[config.mk]
export PLATFORM = sky130hd
export DESIGN_NAME = pie_burst_encoder
export DESIGN_NICKNAME = d
export VERILOG_FILES = /design/src/rtl/pie_burst_encoder.sv
export SDC_FILE = /design/constraint.sdc
export NUM_CORES = 1
export LEC_CHECK = 0
export CAP_MARGIN = 30
export CORE_ASPECT_RATIO = 0.9
export CORE_MARGIN = 2
export CORE_UTILIZATION = 57
export CTS_BUF_LIST = sky130_fd_sc_hd__clkbuf_4 sky130_fd_sc_hd__clkbuf_8
export DETAILED_ROUTE_END_ITERATION = 12
export PLACE_DENSITY = 0.86
export SYNTH_ARGS = -nofsm -noshare
export SYNTH_HDL_FRONTEND = slang
export SYNTH_SLANG_ARGS = --single-unit
[constraint.sdc]
create_clock -name sclk_3mhz -period 3.9 [get_ports sclk_3mhz]
set_clock_uncertainty 0.05 [all_clocks]
set_input_delay 0.78 -clock sclk_3mhz [delete_from_list [all_inputs] [get_ports sclk_3mhz]]
set_output_delay 0.78 -clock sclk_3mhz [all_outputs]
set_load 0.1 [all_outputs]
[src/rtl/pie_burst_encoder.sv]
// Pulse-interval burst encoder: serialises a word MSB-first as pulse bursts
// (ZERO_PULSES for 0, ONE_PULSES for 1), each burst followed by a low gap.
module pie_burst_encoder #(
  parameter int DATA_W      = 4,
  parameter int PERIOD_CLKS = 2,
  parameter int HIGH_CLKS   = 1,
  parameter int ZERO_PULSES = 5,
  parameter int ONE_PULSES  = 10,
  parameter int GAP_PERIODS = 3
) (
  input  logic              sclk_3mhz,
  input  logic              reset,
  input  logic [DATA_W-1:0] data_in,
  input  logic              data_valid,
  output logic              data_ready,
  output logic              zcd_pulse,
  output logic              busy,
  output logic              bit_done,
  output logic              frame_done
);
  localparam int PW = $clog2(PERIOD_CLKS + 1);
  localparam int CW = $clog2(ONE_PULSES + 1);
  localparam int GW = $clog2(GAP_PERIODS + 1);
  localparam int BW = $clog2(DATA_W + 1);

  localparam logic [PW-1:0] PH_LAST  = PW'(PERIOD_CLKS - 1);
  localparam logic [PW-1:0] PH_HIGH  = PW'(HIGH_CLKS);
  localparam logic [GW-1:0] GAP_LAST = GW'(GAP_PERIODS - 1);
  localparam logic [BW-1:0] BIT_TOP  = BW'(DATA_W - 1);
  localparam logic [CW-1:0] ONE_LAST = CW'(ONE_PULSES - 1);
  localparam logic [CW-1:0] ZER_LAST = CW'(ZERO_PULSES - 1);

  typedef enum logic [1:0] {IDLE, BURST, GAP} state_t;

  state_t            state, state_nx;
  logic [DATA_W-1:0] sreg, sreg_nx;
  logic [BW-1:0]     bit_cnt, bit_cnt_nx;
  logic [PW-1:0]     phase, phase_nx;
  logic [CW-1:0]     pulse_cnt, pulse_cnt_nx;
  logic [GW-1:0]     gap_cnt, gap_cnt_nx;
  logic [CW-1:0]     pulse_last;
  logic              phase_wrap;
  logic              pulse_nx, bit_done_nx, frame_done_nx;

  assign data_ready = (state == IDLE);
  assign phase_wrap = (phase == PH_LAST);
  assign pulse_last = sreg[DATA_W-1] ? ONE_LAST : ZER_LAST;

  always_comb begin
    state_nx     = state;
    sreg_nx      = sreg;
    bit_cnt_nx   = bit_cnt;
    phase_nx     = phase;
    pulse_cnt_nx = pulse_cnt;
    gap_cnt_nx   = gap_cnt;
    case (state)
      IDLE: begin
        if (data_valid) begin
          state_nx     = BURST;
          sreg_nx      = data_in;
          bit_cnt_nx   = BIT_TOP;
          phase_nx     = '0;
          pulse_cnt_nx = '0;
          gap_cnt_nx   = '0;
        end
      end
      BURST: begin
        if (!phase_wrap) begin
          phase_nx = phase + 1'b1;
        end else if (pulse_cnt == pulse_last) begin
          state_nx     = GAP;
          phase_nx     = '0;
          pulse_cnt_nx = '0;
          gap_cnt_nx   = '0;
        end else begin
          phase_nx     = '0;
          pulse_cnt_nx = pulse_cnt + 1'b1;
        end
      end
      GAP: begin
        if (!phase_wrap) begin
          phase_nx = phase + 1'b1;
        end else if (gap_cnt != GAP_LAST) begin
          phase_nx   = '0;
          gap_cnt_nx = gap_cnt + 1'b1;
        end else begin
          phase_nx     = '0;
          pulse_cnt_nx = '0;
          gap_cnt_nx   = '0;
          if (bit_cnt == '0) begin
            state_nx = IDLE;
          end else begin
            state_nx   = BURST;
            sreg_nx    = sreg << 1;
            bit_cnt_nx = bit_cnt - 1'b1;
          end
        end
      end
      default: state_nx = IDLE;
    endcase
  end

  // Outputs are decoded from the next state so the flops present each
  // cycle's value in the same cycle the counters describe.
  assign pulse_nx      = (state_nx == BURST) && (phase_nx < PH_HIGH);
  assign bit_done_nx   = (state_nx == GAP) && (gap_cnt_nx == GAP_LAST) && (phase_nx == PH_LAST);
  assign frame_done_nx = bit_done_nx && (bit_cnt_nx == '0);

  always_ff @(posedge sclk_3mhz) begin
    if (reset) begin
      state      <= IDLE;
      sreg       <= '0;
      bit_cnt    <= '0;
      phase      <= '0;
      pulse_cnt  <= '0;
      gap_cnt    <= '0;
      zcd_pulse  <= 1'b0;
      busy       <= 1'b0;
      bit_done   <= 1'b0;
      frame_done <= 1'b0;
    end else begin
      state      <= state_nx;
      sreg       <= sreg_nx;
      bit_cnt    <= bit_cnt_nx;
      phase      <= phase_nx;
      pulse_cnt  <= pulse_cnt_nx;
      gap_cnt    <= gap_cnt_nx;
      zcd_pulse  <= pulse_nx;
      busy       <= (state_nx != IDLE);
      bit_done   <= bit_done_nx;
      frame_done <= frame_done_nx;
    end
  end
endmodule
* Word level (Yosys, flattened, before mapping)
Index checks and enable logic that the tools add are counted.
** Cells by class
- Add/subtract/negate cells :: 4
- Multipliers :: 0
- Div/mod/pow operators :: 0
- Magnitude comparators :: 1
- Equality and inequality tests :: 14
- Shift-type cells :: 0
- Mux-type cells :: 33
- Bitwise logic cells :: 0
- Reductions and logical operators :: 13
** Operator list (number)
- 2-to-1 mux 4 bit :: 10
- 2-to-1 mux 2 bit :: 12
- 2-to-1 mux 3 bit :: 4
- inequality test 2 bit (second input constant) :: 6
- one-hot mux 2 bit (3 select lines) :: 2
- one-hot mux 4 bit (3 select lines) :: 1
- AND reduction 5 bit :: 2
- equality test 2 x 1 -> 1 bit (second input constant) :: 4
- one-hot mux 4 bit (2 select lines) :: 1
- equality test 2 bit (second input constant) :: 3
- logical NOT 3 bit :: 2
- one-hot mux 3 bit (2 select lines) :: 1
- adder 2 x 1 -> 2 bit (second input constant) :: 2
- adder 4 x 1 -> 4 bit (second input constant) :: 1
- equality test 4 bit :: 1
- logical AND 1 bit :: 4
- one-hot mux 2 bit (2 select lines) :: 1
- nonzero test 2 bit :: 2
- nonzero test 3 bit :: 1
- subtractor 3 x 1 -> 3 bit (second input constant) :: 1
- logical NOT 2 bit :: 1
- less-than comparator 2 x 1 -> 1 bit (second input constant) :: 1
- OR reduction 2 bit :: 1
- 2-to-1 mux 1 bit :: 1
** Storage, ports and cells
- Register bits :: 21
- Bits in latches :: 0
- RAM bits :: 0
- Memory bits (read-only) :: 0
- Input port bits :: 7
- Output and inout bits :: 5
- Logic and storage cells :: 75
- Memories :: 0

* Longest topological paths before layout
Gate-level depths: netlist (run 1).
- Word-level depth :: 9
- Mapped depth :: 8
- Mapped depth without buffers :: 7

* Worst setup path before layout (run 1)
Ideal clock, no wire load.
- Path kind :: reg-to-reg
- From :: register state[1]
- To :: register frame_done
- Setup time :: 73 ps
- Data arrival time :: 2580 ps
- Data required time :: 3777 ps
- Slack :: 1197 ps
- Stages on the path, launching flop included :: 9
- Path buffers :: 1
- Clock period less this slack :: 2703 ps
- Cells stage by stage :: dfxtp_1 -> inv_1 -> ha_1 -> buf_2 -> nor2b_1 -> a211oi_1 -> a2111oi_4 -> o211ai_2 -> nor3_2
** On the way
- Elaborated cells between the ends (all ways) :: 20
- Those cells by class :: eq/ne (5); mux (9); reduce/logical (6)
** RTL lines
- start, declared :: RTL line 35 : state_t state, state_nx;
- start signal, assigned :: RTL line 122 : state <= state_nx;
- logical NOT 2 bit (*)
- net data_ready :: RTL line 15 : output logic data_ready,
- one-hot mux 2 bit (3 select lines) :: RTL line 56 : case (state)
- equality test 2 bit :: RTL line 106 : assign bit_done_nx = (state_nx == GAP) && (gap_cnt_nx == GAP_LAST) && (phase_nx == PH_LAST);
- logical AND 1 bit (2 in series) :: RTL line 106
- logical AND 1 bit (*) :: RTL line 107 : assign frame_done_nx = bit_done_nx && (bit_cnt_nx == '0);
- end signal, assigned :: RTL line 131 : frame_done <= frame_done_nx;
- end, declared :: RTL line 19 : output logic frame_done
Mark *: on every way through the listed nets, which the timed path passes. The rest lies on a longest branch.
A chain may end at the register's enable or synchronous reset.

* Worst setup path after layout (run 1)
- From :: register frame_done
- To :: output port frame_done
No word-level cell between the ends.

==> flow_summary.rst, run 1 <==
.. list-table::
   :header-rows: 1

   * - Metric
     - Value
   * - TritonCTS Buffers
     - 3
   * - Worst slew margin relative to its limit
     - 0.356
   * - Max Cap Violations
     - 0
   * - Slew at the pin closest to its max-slew limit
     - 0.964 ns
   * - Highest achievable clock rate
     - 0.388 GHz
   * - Post-cts gate resize count
     - 0
   * - Top_reg_cell synth
     - sky130_fd_sc_hd__dfxtp_1
   * - Internal reg-to-reg setup slack
     - ~1.7 ns
   * - Critical path startpoint category
     - register
   * - First-pass DRT Iterations
     - 4
   * - Overflow left after global routing
     - 0
   * - Terminus of the critical flop-to-flop path
     - pulse_cnt[2]$_SDFFE_PP0P_
   * - Number of nets in the synthesized netlist
     - 144
   * - Clk Tree Root Cell
     - sky130_fd_sc_hd__clkbuf_4
   * - Core Box Area
     - slightly below 2000 sq um
   * - Vias in the first global route
     - between 900 and 1000
   * - Class of the tightest hold or removal check
     - register to register
   * - Largest fanout on the critical path
     - 1
   * - Number of warnings reported in the yosys synthesis log
     - 0
   * - Crit path capture type
     - output port
   * - WS Path Type
     - register to output port
   * - Setup TNS Final
     - 0 ns
   * - Final RePlAce weighted congestion
     - 0.910
   * - Global routing usage summed across all routing layers
     - 0.219
   * - Crit-path max cell delay
     - 1.12 ns
   * - Initial DRC Count
     - 36
   * - Maximum number of pins on one net before global-route repair
     - 18
   * - Total vias in the final route
     - roughly 1000
   * - Series of cell instances along the critical path
     - clkdlybuf4s50_1
   * - Clock tree buffer depth
     - 2
   * - Share of cells above drive strength 1
     - 0.129
   * - Height of the die
     - between 40 and 50 microns
   * - Insertion delay of the later-clocked pin in the worst-skew pair
     - 0.30 ns
   * - Number of buffers and inverters on the critical path
     - 1
   * - Wire length of the first global-routing pass
     - 4060 microns
   * - FP Rows
     - 15
   * - Vias/cell
     - 6.17
   * - Dominant delay contributor by cell family on the critical path
     - buffers and inverters
   * - Half-perimeter wire length after detailed placement
     - 1740 microns
   * - Async SR Flop Fraction
     - 0
   * - Worst Hold Path EP
     - sreg[0]$_SDFFE_PP0P_
   * - DIE AREA
     - roughly 2500 sq um
   * - Start point of the worst hold path
     - sreg[0]$_SDFFE_PP0P_
   * - Growth of design area from synthesis to finish
     - 11.7%
   * - TritonCTS clock tree
     - yes
   * - Net count, final
     - 155
   * - Required time reported for the critical path endpoint
     - between 3 and 4 ns
   * - Width of the chip
     - 52.9 microns
   * - Unique cell type count in the Yosys netlist
     - 45
   * - Count of flip-flops with a built-in enable after synthesis
     - 0
   * - Worst-case reg-to-reg path depth
     - 7
   * - Worst hold-check slack
     - slightly above 0.4 ns
   * - Final Slew Violations
     - 0
   * - Initial Util
     - 0.622
   * - Final worst path period need
     - roughly 2.6 ns
   * - Setup fix buffers added after clock tree synthesis
     - 0
   * - Post-detailed-route DRC marker count
     - 0
   * - Gate count after technology mapping
     - 130
   * - Power per cell area
     - roughly 320 nW/um^2
   * - WHS Path Cells
     - 2
   * - Leakage
     - ~0.52 nW
   * - Total detailed-routing wirelength
     - approximately 2400 microns
   * - Count of input and output buffers
     - 11
   * - Share of the yosys chip area belonging to registers
     - 0.343
   * - Crit path arrival time
     - between 1.5 and 2 ns
   * - Mean instance size in the synthesized netlist
     - 9.43 sq um
   * - Critical path launch point
     - frame_done$_SDFF_PP0_
   * - Maximum level of the CTS H-tree
     - 1
   * - Number of synthesized register bits
     - 21
   * - Number of primary I/O pins
     - 12
   * - # clock sinks
     - 21
   * - Slowest cell on the critical path
     - sky130_fd_sc_hd__clkdlybuf4s50_1
   * - Outcome
     - finished, final reports clean
   * - Antenna violations before repair
     - 0
   * - Count of hold buffers inserted by post-cts repair
     - 0
   * - Crit Reg-Reg Startpoint
     - state[0]$_SDFF_PP0_
   * - Remaining number of nets flagged by the antenna check after routing
     - 0
   * - Final routed wire length divided by cell count
     - approximately 14 microns
   * - Final period utilization
     - 0.661
   * - Clk pin slew, worst setup/hold paths
     - around 0.12 ns
   * - Number of antenna cells inserted
     - 0
   * - Total standard cell area after synthesis
     - between 1000 and 1500 sq um
   * - Number of failing setup endpoints in the final timing report
     - 0
   * - Hold Violations, Final
     - 0
   * - Worst VDD drop
     - 0.240 mV
   * - Unrepaired setup endpoints after global routing
     - no
[cells in the mapped netlist, types with 2 or more instances]
cell / number / area share
sky130_fd_sc_hd__a21oi_1: 10 / 0.041
sky130_fd_sc_hd__clkbuf_1: 2 / 0.0061
sky130_fd_sc_hd__nand2_1: 8 / 0.024
sky130_fd_sc_hd__or2_1: 3 / 0.015
sky130_fd_sc_hd__o21ai_0: 5 / 0.020
sky130_fd_sc_hd__mux2i_1: 5 / 0.041
sky130_fd_sc_hd__nor2b_1: 2 / 0.010
sky130_fd_sc_hd__o211ai_2: 2 / 0.020
sky130_fd_sc_hd__dfxtp_1: 21 / 0.34
sky130_fd_sc_hd__a211oi_1: 4 / 0.024
sky130_fd_sc_hd__buf_2: 2 / 0.0082
sky130_fd_sc_hd__and3_1: 2 / 0.010
sky130_fd_sc_hd__inv_1: 5 / 0.015
sky130_fd_sc_hd__nand2b_1: 3 / 0.015
sky130_fd_sc_hd__nor2_1: 13 / 0.040
sky130_fd_sc_hd__ha_1: 7 / 0.071
sky130_fd_sc_hd__nand3_1: 2 / 0.0082
sky130_fd_sc_hd__nor3b_1: 2 / 0.012
sky130_fd_sc_hd__nand4b_1: 3 / 0.021
sky130_fd_sc_hd__mux2_2: 4 / 0.037
[layout make-up]
type	count	area, sq um
clock inverter	1	5.00
inverter	5	18.8
tap	25	31.3
clock buffer	3	22.5
timing repair buffer	11	108
fill	163	601
multi-input combinational	99	764
sequential	21	420
[tightest hold or removal path, stage by stage, from the launching register on]
cell and delay (ns):
sky130_fd_sc_hd__dfxtp_1 0.33, sky130_fd_sc_hd__nand2_1 0.05, sky130_fd_sc_hd__a21oi_1 0.05
[cell usage in the layout (no fill, tap or decap), types with 2 or more instances in the layout]
| cell | instances |
|---|---|
| sky130_fd_sc_hd__a21oi_1 | 10 |
| sky130_fd_sc_hd__nand4b_1 | 3 |
| sky130_fd_sc_hd__and3_1 | 2 |
| sky130_fd_sc_hd__nor2_1 | 13 |
| sky130_fd_sc_hd__nand3_1 | 2 |
| sky130_fd_sc_hd__o211ai_2 | 2 |
| sky130_fd_sc_hd__clkbuf_4 | 3 |
| sky130_fd_sc_hd__nand2b_1 | 3 |
| sky130_fd_sc_hd__nor2b_1 | 2 |
| sky130_fd_sc_hd__a211oi_1 | 4 |
| sky130_fd_sc_hd__o21ai_0 | 5 |
| sky130_fd_sc_hd__nor3b_1 | 2 |
| sky130_fd_sc_hd__dfxtp_1 | 21 |
| sky130_fd_sc_hd__mux2_2 | 4 |
| sky130_fd_sc_hd__nand2_1 | 8 |
| sky130_fd_sc_hd__ha_1 | 7 |
| sky130_fd_sc_hd__or2_1 | 3 |
| sky130_fd_sc_hd__mux2i_1 | 5 |
| sky130_fd_sc_hd__clkdlybuf4s50_1 | 10 |
| sky130_fd_sc_hd__inv_1 | 5 |
[cells by family after synthesis]
kind of cell             synth area share
AND/OR/NAND/NOR                     0.285
AO/OA/AOI/OAI                       0.178
flip-flops                          0.343
buffers and inverters              0.0337
multiplexers                       0.0898
adder cells (fa/ha/maj)            0.0714
[routing by layer]
metal	track usage	up-vias	routed length, microns
li1	-	496	-
met3	0.0375	6	123
met2	0.378	35	1150
met4	0.0718	0	31
met5	0	-	0
met1	0.285	481	1080
[registers in the layout, summed over array words and instances, names as in the netlist]
signal	flops
frame_done	1
bit_done	1
state	2
busy	1
phase	2
gap_cnt	2
pulse_cnt	4
bit_cnt	3
sreg	4
zcd_pulse	1
[where the power goes]
part	total [mW]	switching, mW	internal (mW)
sequential	0.233	0.00827	0.225
clock	0.104	0.0662	0.0383
combinational	0.107	0.0678	0.0394
[how the worst max path moves through the flow]
stage               cells after the start               endpoint  slack, ns
global route                            1                   busy       1.26
finish                                  1             frame_done       1.32
detailed placement                      6  frame_done$_SDFF_PP0_       1.31
global placement                        6  frame_done$_SDFF_PP0_       1.37
floorplan                               8  frame_done$_SDFF_PP0_       1.20
CTS                                     1                   busy       1.31
[through the flow]
stage	util	area [sq um]	power [mW]	cells	worst slack [ns]
6_report	0.695	1370	0.445	165	1.32
5_1_grt	0.695	1370	0.467	165	1.26
4_1_cts	0.695	1370	0.446	165	1.31
3_5_place_dp	0.681	1340	0.344	161	1.31
3_3_place_gp	0.681	1340	0.342	161	1.37
2_1_floorplan	-	1230	0.320	130	1.20
No activity file was read; power rests on OpenSTA's default activity.
==> run 2, diff against run 1 <==
- clock period: 3.9 -> 2.4 ns (I/O delays scaled with it)
==> run 2 against run 1 <==
Compared with the run above: utilization up 1.4 points; clock power up 60%; sequential power up 63%; highest routed layer unchanged; global-route usage down 0.60 points; critical endpoint is now pulse_cnt[2]$_SDFFE_PP0P_.
==> flow_summary.rst, run 2 (synthesized netlist as in run 1, its figures left out) <==
.. list-table::
   :header-rows: 1

   * - Metric
     - Value
   * - Outcome
     - finished, final reports clean
   * - Post-placement setup slack
     - 0.237 ns (-1.08 ns)
   * - Maximum number of pins on one net before global-route repair
     - 17 (-1)
   * - Clk pin slew, worst setup/hold paths
     - 0.12 ns (about the same)
   * - Class of the tightest hold or removal check
     - register to register
   * - Vias in the first global route
     - 892 (-2.7%)
   * - Clk Tree Root Cell
     - sky130_fd_sc_hd__clkbuf_4
   * - Crit path arrival time
     - 2.29 ns (+0.54 ns)
   * - Post-cts gate resize count
     - 0 (unchanged)
   * - Slew at the pin closest to its max-slew limit
     - 0.544 ns (-0.420 ns)
   * - Worst Hold Path EP
     - sreg[0]$_SDFFE_PP0P_
   * - Critical path startpoint category
     - register
   * - Remaining number of nets flagged by the antenna check after routing
     - 0 (unchanged)
   * - Half-perimeter wire length after detailed placement
     - 1770 microns (+1.6%)
   * - Worst VDD drop
     - 0.360 mV (+50%)
   * - Width of the chip
     - 52.9 microns (unchanged)
   * - Number of primary I/O pins
     - 12 (unchanged)
   * - Global routing usage summed across all routing layers
     - 0.213 (-0.00604)
   * - TritonCTS Buffers
     - 3 (unchanged)
   * - Required time reported for the critical path endpoint
     - 2.59 ns (-0.48 ns)
   * - Max Cap Violations
     - 0 (unchanged)
   * - # clock sinks
     - 21 (unchanged)
   * - Growth of design area from synthesis to finish
     - 14.0%
   * - Share of cells above drive strength 1
     - 0.182 (+0.0532)
   * - Internal reg-to-reg setup slack
     - 0.29 ns (-1.38 ns)
   * - Initial DRC Count
     - 32 (-11%)
   * - Internal power
     - 499 uW (+65%)
   * - Final RePlAce weighted congestion
     - 0.873 (-4.0%)
   * - Largest fanout on the critical path
     - 16 (+15)
   * - Core Box Area
     - 1970 sq um (unchanged)
   * - Terminus of the critical flop-to-flop path
     - pulse_cnt[2]$_SDFFE_PP0P_
   * - Reported net switching power
     - 230 uW (+62%)
   * - FP Rows
     - 15 (unchanged)
   * - Vias/cell
     - 5.96 (-3.4%)
   * - Worst-case reg-to-reg path depth
     - 7 (unchanged)
   * - DIE AREA
     - 2540 sq um (unchanged)
   * - WS Path Type
     - register to register
   * - Net count, final
     - 158 (+1.9%)
   * - Number of failing setup endpoints in the final timing report
     - 0 (unchanged)
   * - Logic pwr share
     - 0.253 (+0.012)
   * - Total vias in the final route
     - 1001 (-1.7%)
   * - Most common cell after layout, fill and taps aside
     - sky130_fd_sc_hd__dfxtp_1
   * - Switch share
     - 0.316 (-0.00430)
   * - Final Slew Violations
     - 0 (unchanged)
   * - Worst hold-check slack
     - 0.414 ns (+0.00140 ns)
   * - Biggest regs
     - pulse_cnt (4), sreg (4), bit_cnt (3)
   * - Insertion delay of the later-clocked pin in the worst-skew pair
     - 0.29 ns (about the same)
   * - Post-detailed-route DRC marker count
     - 0 (unchanged)
   * - Unrepaired setup endpoints after global routing
     - no
   * - Overflow left after global routing
     - 0 (unchanged)
   * - First-pass DRT Iterations
     - 4 (unchanged)
   * - TritonCTS clock tree
     - yes
   * - Most used cells in the layout excluding fill and tap cells
     - sky130_fd_sc_hd__dfxtp_1, sky130_fd_sc_hd__nor2_1, sky130_fd_sc_hd__a21oi_1
   * - Final core utilization
     - 0.709 (+0.0140)
   * - Wire length of the first global-routing pass
     - 3990 microns (-1.9%)
   * - Number of antenna cells inserted
     - 0 (unchanged)
   * - Clock tree buffer depth
     - 2 (unchanged)
   * - Final routed wire length divided by cell count
     - 13.8 microns (-4.4%)
   * - Maximum level of the CTS H-tree
     - 1 (unchanged)
   * - Final worst path period need
     - around 2.1 ns
   * - Crit Reg-Reg Startpoint
     - state[0]$_SDFF_PP0_
   * - Highest achievable clock rate
     - around 0.47 GHz
   * - Final period utilization
     - 0.878
   * - Hold Violations, Final
     - 0 (unchanged)
   * - Count of input and output buffers
     - 11 (unchanged)
   * - Register share of total power
     - 0.519 (-0.005)
   * - Clock share of power
     - 0.228 (-0.007)
   * - Height of the die
     - 48 microns (unchanged)
   * - Worst slew margin relative to its limit
     - 0.638 (+0.282)
   * - Initial Util
     - 0.622 (unchanged)
   * - Power per cell area
     - 522 nW/um^2 (+61%)
   * - Start point of the worst hold path
     - sreg[0]$_SDFFE_PP0P_
   * - Setup fix buffers added after clock tree synthesis
     - 0 (unchanged)
   * - Crit path capture type
     - register
   * - Total detailed-routing wirelength
     - 2320 microns (-2.7%)
   * - Antenna violations before repair
     - 0 (unchanged)
   * - Leakage
     - 0.551 nW (+5.0%)
   * - Setup TNS Final
     - 0 ns (unchanged)
   * - Count of hold buffers inserted by post-cts repair
     - 0 (unchanged)
   * - Final worst setup slack
     - 0.293 ns (-1.03 ns)
   * - WHS Path Cells
     - 2 (unchanged)
-- run 2: cell types whose count changed in the layout (fill, tap and decap cells not counted) --
cell                              before  now
sky130_fd_sc_hd__buf_4                 1    7
sky130_fd_sc_hd__clkdlybuf4s50_1      10    6
sky130_fd_sc_hd__buf_12                0    1
sky130_fd_sc_hd__ha_1                  7    6
sky130_fd_sc_hd__ha_2                  0    1
-- run 2: worst max-delay path, cell delays in order, from the launching register on --
cell and delay, ns:
sky130_fd_sc_hd__dfxtp_1 0.37, sky130_fd_sc_hd__inv_1 0.09, sky130_fd_sc_hd__ha_1 0.50, sky130_fd_sc_hd__nor3_1 0.12, sky130_fd_sc_hd__a21oi_1 0.17, sky130_fd_sc_hd__nand4b_1 0.19
sky130_fd_sc_hd__or3b_1 0.42, sky130_fd_sc_hd__a21oi_1 0.13
-- run 2: layer usage --
metal	track usage	vias up	wire, microns
met5	0	-	0
met3	0.0281	2	112
met2	0.350	32	1100
met4	0.0564	0	10
met1	0.300	468	1100
li1	-	499	-
-- run 2: layout make-up --
class | count | area (sq um)
Tap cell | 25 | 31.3
Inverter | 5 | 18.8
Timing Repair Buffer | 14 | 133
Clock inverter | 1 | 5.00
Multi-Input combinational cell | 99 | 767
Fill cell | 159 | 573
Clock buffer | 3 | 22.5
Sequential cell | 21 | 420
-- run 2: stage by stage --
step           instance area (sq um)  power (mW)  cells
5_1_grt                         1400       0.763    168
4_1_cts                         1400       0.734    168
2_1_floorplan                   1230       0.521    130
3_5_place_dp                    1370       0.570    164
3_3_place_gp                    1370       0.565    164
6_report                        1400       0.729    168
-- run 2: worst max path at each step --
stage	from	endpoint	slack, ns	cells after the start
after detailed placement	data_valid	frame_done$_SDFF_PP0_	0.24	6
after CTS	state[0]$_SDFF_PP0_	pulse_cnt[2]$_SDFFE_PP0P_	0.30	7
after global placement	data_valid	frame_done$_SDFF_PP0_	0.26	6
after global routing	state[0]$_SDFF_PP0_	pulse_cnt[2]$_SDFFE_PP0P_	0.14	7
after floorplan	state[1]$_SDFF_PP0_	frame_done$_SDFF_PP0_	0.02	8
final	state[0]$_SDFF_PP0_	pulse_cnt[2]$_SDFFE_PP0P_	0.29	7
-- run 2: power groups by stage --
stage | clock network [mW] | registers, mW | logic (mW)
2_1_floorplan | 0 | 0.411 | 0.110
3_3_place_gp | 0 | 0.385 | 0.179
3_5_place_dp | 0 | 0.387 | 0.183
4_1_cts | 0.171 | 0.379 | 0.184
5_1_grt | 0.182 | 0.381 | 0.201
6_report | 0.166 | 0.379 | 0.184
